===== src/rtl/iomem_fabric.sv =====
// Single-master to N-slave iomem interconnect: decodes the address page, sequences
// one outstanding request, and aborts unmapped or hung accesses through a watchdog.
module iomem_fabric #(
  parameter int          NUM_SLAVES     = 4,
  parameter logic [7:0]  BASE_PAGE      = 8'h03,
  parameter int          TIMEOUT_CYCLES = 255,
  parameter logic [31:0] ERR_RDATA      = 32'hDEAD_BEEF
) (
  input  logic                       clk,
  input  logic                       resetn,
  input  logic                       m_valid,
  output logic                       m_ready,
  input  logic [3:0]                 m_wstrb,
  input  logic [31:0]                m_addr,
  input  logic [31:0]                m_wdata,
  output logic [31:0]                m_rdata,
  output logic [NUM_SLAVES-1:0]      s_valid,
  input  logic [NUM_SLAVES-1:0]      s_ready,
  output logic [3:0]                 s_wstrb,
  output logic [31:0]                s_addr,
  output logic [31:0]                s_wdata,
  input  logic [32*NUM_SLAVES-1:0]   s_rdata,
  output logic                       err_irq,
  output logic [31:0]                err_addr,
  output logic [7:0]                 err_count
);

  typedef enum logic [1:0] {IDLE, ACCESS, ERROR, RESP} state_t;

  state_t                  state, next_state;
  logic [15:0]             watchdog;
  logic [7:0]              page;
  logic [NUM_SLAVES-1:0]   decode;
  logic [31:0]             sel_rdata;
  logic                    hit;
  logic                    expired;

  // Page offset wraps modulo 256, so pages below BASE_PAGE land far out of range.
  // NOTE: every signal assigned in always_comb gets a default first so no latch is inferred.
  always_comb begin
    page   = m_addr[31:24] - BASE_PAGE;
    decode = '0;
    for (int i = 0; i < NUM_SLAVES; i++) decode[i] = (page == 8'(i));
  end

  // s_valid is one-hot in ACCESS, so it doubles as the read-data mux select.
  always_comb begin
    sel_rdata = '0;
    for (int i = 0; i < NUM_SLAVES; i++)
      if (s_valid[i]) sel_rdata = sel_rdata | s_rdata[i*32 +: 32];
  end

  assign hit     = |(s_ready & s_valid);
  assign expired = (watchdog == 16'(TIMEOUT_CYCLES - 1));

  // NOTE: sequential state uses non-blocking assignments so every register samples pre-edge values.
  always_ff @(posedge clk or negedge resetn) begin
    if (!resetn) state <= IDLE;
    else         state <= next_state;
  end

  always_comb begin
    next_state = state;
    case (state)
      IDLE:    if (m_valid) next_state = (|decode) ? ACCESS : ERROR;
      ACCESS:  if (hit) next_state = RESP;
               else if (expired) next_state = ERROR;
      ERROR:   next_state = RESP;
      RESP:    next_state = IDLE;
      default: next_state = IDLE;
    endcase
  end

  always_ff @(posedge clk or negedge resetn) begin
    if (!resetn) begin
      m_ready   <= 1'b0;
      m_rdata   <= '0;
      s_valid   <= '0;
      s_wstrb   <= '0;
      s_addr    <= '0;
      s_wdata   <= '0;
      err_irq   <= 1'b0;
      err_addr  <= '0;
      err_count <= '0;
      watchdog  <= '0;
    end else begin
      m_ready <= 1'b0;
      err_irq <= 1'b0;
      case (state)
        IDLE: begin
          if (m_valid) begin
            s_addr   <= m_addr;
            s_wdata  <= m_wdata;
            s_wstrb  <= m_wstrb;
            s_valid  <= decode;
            watchdog <= '0;
          end
        end
        ACCESS: begin
          watchdog <= watchdog + 16'd1;
          // A ready on the final watchdog cycle still completes normally.
          if (hit) begin
            m_rdata <= sel_rdata;
            s_valid <= '0;
          end else if (expired) begin
            s_valid <= '0;
          end
        end
        ERROR: begin
          m_rdata  <= ERR_RDATA;
          err_irq  <= 1'b1;
          err_addr <= s_addr;
          if (err_count != 8'hFF) err_count <= err_count + 8'd1;
        end
        RESP:    m_ready <= 1'b1;
        default: ;
      endcase
    end
  end

endmodule


===== config.mk =====
export PLATFORM = sky130hd
export DESIGN_NAME = iomem_fabric
export DESIGN_NICKNAME = d
export VERILOG_FILES = /design/src/rtl/iomem_fabric.sv
export SDC_FILE = /design/constraint.sdc
export NUM_CORES = 1
export LEC_CHECK = 0
export ABC_AREA = 0
export BUFFER_PORTS_ARGS = -buffer_cell sky130_fd_sc_hd__buf_2
export CAP_MARGIN = 20
export CELL_PAD_IN_SITES_DETAIL_PLACEMENT = 0
export CELL_PAD_IN_SITES_GLOBAL_PLACEMENT = 1
export CORE_ASPECT_RATIO = 1.2
export CORE_MARGIN = 10
export CORE_UTILIZATION = 32
export CTS_CLUSTER_SIZE = 8
export DETAILED_ROUTE_END_ITERATION = 8
export PLACE_DENSITY_LB_ADDON = 0.1
export REMOVE_ABC_BUFFERS = 1
export SLEW_MARGIN = 10
export SYNTH_ARGS = -nofsm -noshare
export SYNTH_HDL_FRONTEND = slang
export SYNTH_SLANG_ARGS = --single-unit

===== constraint.sdc =====
create_clock -name clk -period 1.9 [get_ports clk]
set_input_delay 0.38 -clock clk [delete_from_list [all_inputs] [get_ports clk]]
set_output_delay 0.38 -clock clk [all_outputs]
set_load 0.02 [all_outputs]

# Word level (Yosys, flattened, before mapping)

Index checks and enable logic that the tools add are counted.

Register bits after elaboration: 164
Logic and storage cells: 60

Equality and inequality tests: 11
Add/subtract/negate cells: 3
Reduce and logical (&&, ||, !) cells: 12
Bitwise operators: 4
Multiplexer cells: 19

Operators with widths:

| operator              | number |
|---|---|
| $mux 32               | 5 |
| $or 32x32->32         | 3 |
| $pmux 32 s2           | 1 |
| $pmux 16 s2           | 1 |
| $add 16x1->16 const B | 1 |
| $eq 16x8->1 const B   | 1 |
| $eq 8x2->1 const B    | 2 |
| $mux 16               | 1 |
| $mux 4                | 3 |
| $reduce_and 2->1      | 5 |
| $add 8x1->8 const B   | 1 |
| $eq 8x1->1 const B    | 1 |
| $logic_not 8->1       | 1 |
| $mux 2                | 4 |
| $ne 8x8->1 const B    | 1 |
| $pmux 2 s4            | 1 |
| $pmux 4 s2            | 1 |
| $reduce_or 4->1       | 2 |
| $sub 8x2->8 const B   | 1 |
| $and 4x4->4           | 1 |
| $eq 2x2->1 const B    | 2 |
| $ne 2x2->1 const B    | 2 |
| $reduce_bool 2->1     | 2 |
| $ne 3x3->1 const B    | 1 |
| other kinds (4)       | 5 |

# Logic depth before layout (Yosys ltp)

Gate-level depths: netlist of run 1.

Depth in word-level cells: 9
Gate-level depth with buffers: 8
Gate-level depth less buffers: 6

# Least setup slack after synthesis of run 1

OpenSTA, ideal clock, no wires.

Path type: reg-to-reg
From: register state[0]
To: register s_valid[1]
Library setup time: 0.128 ns
Slack: 0.052 ns
Arrival time: 1.720 ns
Period minus slack after synthesis: 1.848 ns
Required time: 1.772 ns
Cell stages (with the launch flop): 7
Cells stage by stage: dfrtp_1 inv_1 ha_1 mux2_4 buf_2 o21a_1 mux2_1

Word-level cells in the longest chain between the ends: 3
Elaborated cells between the ends (all ways): 7

Ends and longest elaborated chain:

| item                                                      | RTL line | source |
|---|---|---|
| from (decl)                                               | 30       | `state_t state, next_state;` |
| from (signal assigned)                                    | 59       | `else state <= next_state;` |
| $eq 2x1->1 or $logic_not 2->1 (tied branches)             | 89       | `case (state)` |
| $ne 3x3->1 (no source line), or another cell as far along | --       |  |
| $reduce_and 3->1 (no source line)                         | --       |  |
| to (signal assigned)                                      | 95       | `s_valid <= decode;` |
| to (decl)                                                 | 17       | `output logic [NUM_SLAVES-1:0] s_valid,` |

Several ways; a longest one is shown, not always the timed one.
A chain may end at the register's enable or synchronous reset.

# Worst setup path in the final report of run 1

From: register state[0]
To: register watchdog[15]

Word-level cells in the longest chain between the ends: 3
Elaborated cells between the ends (all ways): 6

Ends and longest elaborated chain:

| item                                                             | RTL line | source |
|---|---|---|
| $eq 2x1->1 or $logic_not 2->1 (tied branches)                    | 89       |  |
| $reduce_bool 2->1 (no source line) or $ne 2x2->1 (tied branches) | --       |  |
| $reduce_and 2->1 (no source line)                                | --       |  |
| to (signal assigned)                                             | 100      | `watchdog <= watchdog + 16'd1;` |
| to (decl)                                                        | 31       | `logic [15:0] watchdog;` |

Several ways; a longest one is shown, not always the timed one.

==> flow_summary.toml, run 1 <==
[grt]
grt_util_met3_pct = 7.79
met1_usage_pct = 17.8
grt.overflow.total = 0
grt_util_all_layers_pct = 16.7
met2_usage_pct = 29.0
grt_max_degree = 49
grt_pass1_wl_mm = 38.0
grt_pass1_vias = 6746
busiest_layer = "met2"
antenna_found_initial = 4

[layout]
stdcell_count = 1216
finalNetCount = 1137
multi_input_area_sq_mm = 0.00292
fillers = 2109
final_area_sq_mm = 0.0100
seq_area_sq_mm = 0.00410
syn_to_final_growth_pct = 39.7
drive_gt1_share_pct = 55.2

[synthesis]
yosys.area_share.simple_pct = 7.55
synth.distinct_cells = 43
synth_xor_area_share_pct = 2.07
synth_fa_ha_area_share_pct = 1.39
synth_edf_count = 0
synth_top_cell_by_area = "dfrtp_1"
yosys_most_used_dff = "dfrtp_1"
yosysTopAreaCellShare_pct = 57.2
ys_seq_area_share_pct = 57.2
synth_area_sq_mm = 0.00718
syn_area_per_cell_sq_um = 12.6
synthMuxAreaShare_pct = 17.1
synth_compound_area_share_pct = 12.1
synth_top_family_by_area = "multiplexers"
async_flop_share_pct = 100
synthTopCellsByCount = "164 x dfrtp_1, 101 x mux2_2, 41 x nor2_1, 29 x a21oi_1"
yosysMostFrequentCell = "dfrtp_1"
yosysWarningCount = 0
ys_seq_elements = 164
synthCells = 569
netlist_top_cells_area = "dfrtp_1 57%, mux2_2 16%, a222oi_1 3.3%"

[drt]
drtAntennaViolNets = 0
drc = 0
vias = 6055
wl_per_cell_um = 20.3
drtPass1Iterations = 5
finalWirelength_mm = 24.7
drtIter0Drc = 250
vias_per_cell = 4.98

[setup_path]
worst_setup_path_end_kind = "flop"
required_ps = 2240
reg2regPathDepth = 6
r2r_start = "state[0]"
path_cells = "inv_1 > ha_1 > mux2_4 > nand3_4 > or4_1 > a21oi_1"
worstPathArrival_ps = 2140
start_kind = "flop"
reg2reg_slack_ps = 90
worstPathMaxFanout = 6
critical_path_class = "flop to flop"
critPathMaxStageDelay_ps = 490
reg2reg_to = "watchdog[15]"
slowest_stage = "or4_1"

[clocking]
clk_pin_slew_ps = 70
htreeDepth = 4
clk_path_buf_depth = 2
root_buffer = "clkbuf_16"
clock_sink_count = 164
cts-buffers-inserted = 17
cts_tree = "yes"
clk_latency_ps = 420

[hold_path]
min_path_cells = 2
hp-start = "m_addr[3]"
hold_path.class = "input port to flop"
min_delay_worst_endpoint = "s_addr[3]"

[sta]
fin_ws_ps = 94.1
post-route-period-util_pct = 95.0
setup_violations = 0
slew_viol_final = 0
period_needed_ps = 1810
hold_violations = 0
worstMarginPinSlew_ps = 490
rsz0062_at_grt = "false"
fin_hold_ws_ps = 181
fmax_mhz = 554
finalSetupTns_ps = 0
max_slew_margin_pct = 67.4
fin_skew_ps = 14.5

[placement]
placed_area_sq_mm = 0.00940
dp_cells = 1180
gp_congestion = 0.770
dpl.hpwl_mm = 19.6
io_buffers = 348
pre_cts_ws_ps = 68.1

[power]
power_density_mw_per_mm2 = 1740
power_leakage_nw = 4.92
ir_drop_v = 0.000888

[floorplan]
dieArea_sq_mm = 0.0288
io_pins = 349
die_width_um = 157
die_h_um = 184
rows = 59
start_util_pct = 32.9
coreArea_sq_mm = 0.0219

[run]
maxCapViolations = 0

[outcome]
status = "complete, no violations"
-- metal layers --
metal / routed length [um] / vias to the layer above
li1: - / 2841
met1: 9340 / 2911
met2: 12200 / 272
met3: 2690 / 27
met4: 414 / 4
met5: 38 / -
-- report_power, final --
part / total [mW] / switching, mW / internal, mW
Sequential: 5.98 / 0.929 / 5.05
Combinational: 7.97 / 4.68 / 3.28
Clock: 3.53 / 1.50 / 2.02
Total: 17.5 / 7.12 / 10.4
-- cell type report --
| type | instances | share of cell area [%] |
|---|---|---|
| repair buffers | 377 | 20.2 |
| inverters | 6 | 0.225 |
| clock inverters | 13 | 1.60 |
| multi-input cells | 360 | 29.1 |
| clock buffers | 19 | 4.42 |
| diodes | 3 | 0.0749 |
| flip-flops and latches | 164 | 40.9 |
| well taps | 274 | 3.42 |
-- repair_timing --
| item | 4_1_cts | 5_1_grt |
|---|---|---|
| gates resized for setup | 0 | 2 |
| buffers inserted | 0 | 0 |
| setup endpoints to repair | 0 | 3 |
| hold endpoints to repair | 25 | 0 |
| hold buffers | 1 | 0 |
-- metrics by stage --
step           total power, mW  util, %
6_report                  17.5     45.9
4_1_cts                   17.8     45.8
3_3_place_gp              14.0     43.0
3_5_place_dp              14.2     43.0
2_1_floorplan             10.8        -
5_1_grt                   18.7     45.9
-- logic make-up after synthesis --
family                   after synthesis
flip-flops                           164
adder cells (fa/ha/maj)                8
AO/OA/AOI/OAI                        122
AND/OR/NAND/NOR                      104
multiplexers                         109
XOR/XNOR                              17
buffers and inverters                 45
-- sequential cells by signal, indices dropped and copies added (netlist names) --
register   count
state          2
err_count      8
s_valid        4
s_wstrb        4
err_addr      32
m_ready        1
err_irq        1
watchdog      16
s_addr        32
m_rdata       32
s_wdata       32
-- cells in the final DEF, fill, tap and decap left out, types with 6 or more instances in the layout --
cell | synthesis | routed
a21oi_1 | 29 | 29
clkbuf_16 | 0 | 17
ha_1 | 8 | 6
nand2_1 | 18 | 17
a22o_1 | 9 | 9
mux2_2 | 101 | 101
nand4_1 | 6 | 6
a22oi_1 | 18 | 18
xor2_1 | 13 | 13
dfrtp_1 | 164 | 164
inv_1 | 6 | 6
buf_2 | 7 | 347
a222oi_1 | 24 | 24
buf_4 | 0 | 23
nand3_1 | 9 | 9
nor2_1 | 41 | 41
a31oi_1 | 25 | 24
-- critical path: cells and delay by family, from the launching register on --
| family | cells | cell delay (ps) |
|---|---|---|
| AO/OA/AOI/OAI | 1 | 150 |
| multiplexers | 1 | 260 |
| buffers and inverters | 1 | 100 |
| flip-flops | 1 | 380 |
| adder cells (fa/ha/maj) | 1 | 240 |
| AND/OR/NAND/NOR | 2 | 580 |
-- worst max path at each step --
| stage | endpoint | startpoint | slack, ps |
|---|---|---|---|
| after floorplan | m_rdata[0] | state[0] | -2230 |
| after global placement | watchdog[6] | state[0] | 160 |
| after detailed placement | watchdog[15] | state[1] | 70 |
| after CTS | s_valid[2] | state[1] | 80 |
| after global routing | watchdog[6] | state[0] | 5 |
| final | watchdog[15] | state[0] | 90 |
No activity file was read; power rests on OpenSTA's default activity.
==> run 2: changes to the inputs <==
Settings changed: RECOVER_POWER from default to 25.
==> flow_summary.toml, run 2 (same netlist as run 1, synthesis figures left out) <==
[outcome]
status = "complete, no violations"

[placement]
dpl.hpwl_mm = 19.6
gp_congestion = 0.770
io_buffers = 348

[sta]
fmax_mhz = 554
fin_hold_ws_ps = 182
period_needed_ps = 1800
fin_skew_ps = 14.5
hold_violations = 0
max_slew_margin_pct = 42.9
post-route-period-util_pct = 95.0
setup_violations = 0
slew_viol_final = 0
worstMarginPinSlew_ps = 856
rsz0062_at_grt = "false"

[grt]
grt_util_all_layers_pct = 16.7
grt_pass1_wl_mm = 38.0
grt_pass1_vias = 6746
antenna_found_initial = 4
grt_max_degree = 49
grt.overflow.total = 0

[hold_path]
hold_path.class = "input port to flop"
hp-start = "m_addr[3]"

[setup_path]
worst_setup_path_end_kind = "flop"
critPathMaxStageDelay_ps = 490
cpLargestDelayFamily = "simple AND/OR/NAND/NOR gates"
r2r_start = "state[0]"
required_ps = 2240
startpoint = "state[0]"
path_cells = "inv_1 > ha_1 > mux2_4 > nand3_4 > or4_1 > a21oi_1"
slowest_stage = "or4_1"
start_kind = "flop"
worstPathMaxFanout = 6
worstPathArrival_ps = 2140
crit_buf_inv = 1
critical_path_class = "flop to flop"

[power]
p_sw_mw = 7.12
switching_share_pct = 40.7
p_int_mw = 10.4
power_density_mw_per_mm2 = 1740
power_leakage_nw = 4.91
seqPwrFrac_pct = 34.2
p_comb_share_pct = 45.6
ir_drop_v = 0.000888
p_clk_share_pct = 20.2

[floorplan]
start_util_pct = 32.9
die_width_um = 157
coreArea_sq_mm = 0.0219
io_pins = 349
die_h_um = 184
rows = 59
dieArea_sq_mm = 0.0288

[drt]
drtPass1Iterations = 7
finalWirelength_mm = 24.6
vias_per_cell = 4.98
drtAntennaViolNets = 0
vias = 6061
drtIter0Drc = 239
wl_per_cell_um = 20.3
drc = 0

[layout]
fillers = 2111
syn_to_final_growth_pct = 39.6
layout_common_cells = "347 x buf_2, 164 x dfrtp_1, 101 x mux2_2, 41 x nor2_1, 29 x a21oi_1"
finalNetCount = 1137
drive_gt1_share_pct = 55.2
post-route-util_pct = 45.9
final_common_cell = "buf_2"

[clocking]
root_buffer = "clkbuf_16"
cts_tree = "yes"
cts-buffers-inserted = 17
post_cts_buffers = 0
htreeDepth = 4
clk_latency_ps = 420
clk_path_buf_depth = 2
clock_sink_count = 164
clk_pin_slew_ps = 70

[run]
maxCapViolations = 0
[run 2: timing repair]
action / in CTS / in global routing
endpoints found under the hold margin: 25 / 0
gates resized for setup: 0 / 2
hold buffers: 1 / 0
endpoints found under the setup margin: 0 / 3
[run 2: per-stage QoR]
step / cell area, sq um / setup WS, ps / TNS, ps / std cells / power, mW
3_5_place_dp: 9400 / 68.1 / 0 / 1180 / 14.2
2_1_floorplan: 7020 / -2230 / -156080 / 530 / 10.8
5_1_grt: 10000 / 4.59 / 0 / 1215 / 18.7
4_1_cts: 10000 / 77.3 / 0 / 1213 / 17.8
6_report: 10000 / 95.6 / 0 / 1216 / 17.5
3_3_place_gp: 9400 / 164 / 0 / 1180 / 14.0
[run 2: layout make-up]
type,instances,area (sq um),area share [%]
diodes,3,7.51,0.0749
multi-input cells,360,2920,29.1
inverters,6,22.5,0.225
flip-flops and latches,164,4100,40.9
repair buffers,377,2020,20.2
clock inverters,13,160,1.60
clock buffers,19,443,4.42
well taps,274,343,3.42
[run 2: worst register-to-register path: cells and delay by family (launching register included)]
kind	cells	cell delay (ps)
buf+inv	1	100
fa+ha+maj	1	240
compound gates	1	160
flops	1	380
mux	1	260
simple gates	2	590
[run 2: final timing paths]
path | cells past startpoint | end | slack, ps
worst min register to register | 1 | m_rdata[22] | 500
max in group asynchronous | 3 | s_wdata[25] | 440
worst min-delay path | 2 | s_addr[3] | 180
worst max-delay path | 6 | watchdog[15] | 100
min in group asynchronous | 2 | m_rdata[22] | 630
worst max register to register | 6 | watchdog[15] | 100
[run 2: power groups by stage]
stage	Sequential [mW]	Clock, mW	Combinational (mW)
6_report	5.98	3.53	7.97
5_1_grt	6.20	3.80	8.67
4_1_cts	6.01	3.63	8.15
3_5_place_dp	6.05	0	8.13
3_3_place_gp	5.95	0	8.01
2_1_floorplan	7.72	0	3.10
[run 2: per-layer routing]
layer	vias to the layer above	GRT usage [%]	share of wire (%)
met2	261	29.0	50
met4	4	4.69	1.6
li1	2841	-	-
met5	-	0	0.15
met3	25	7.79	11
met1	2930	17.8	38
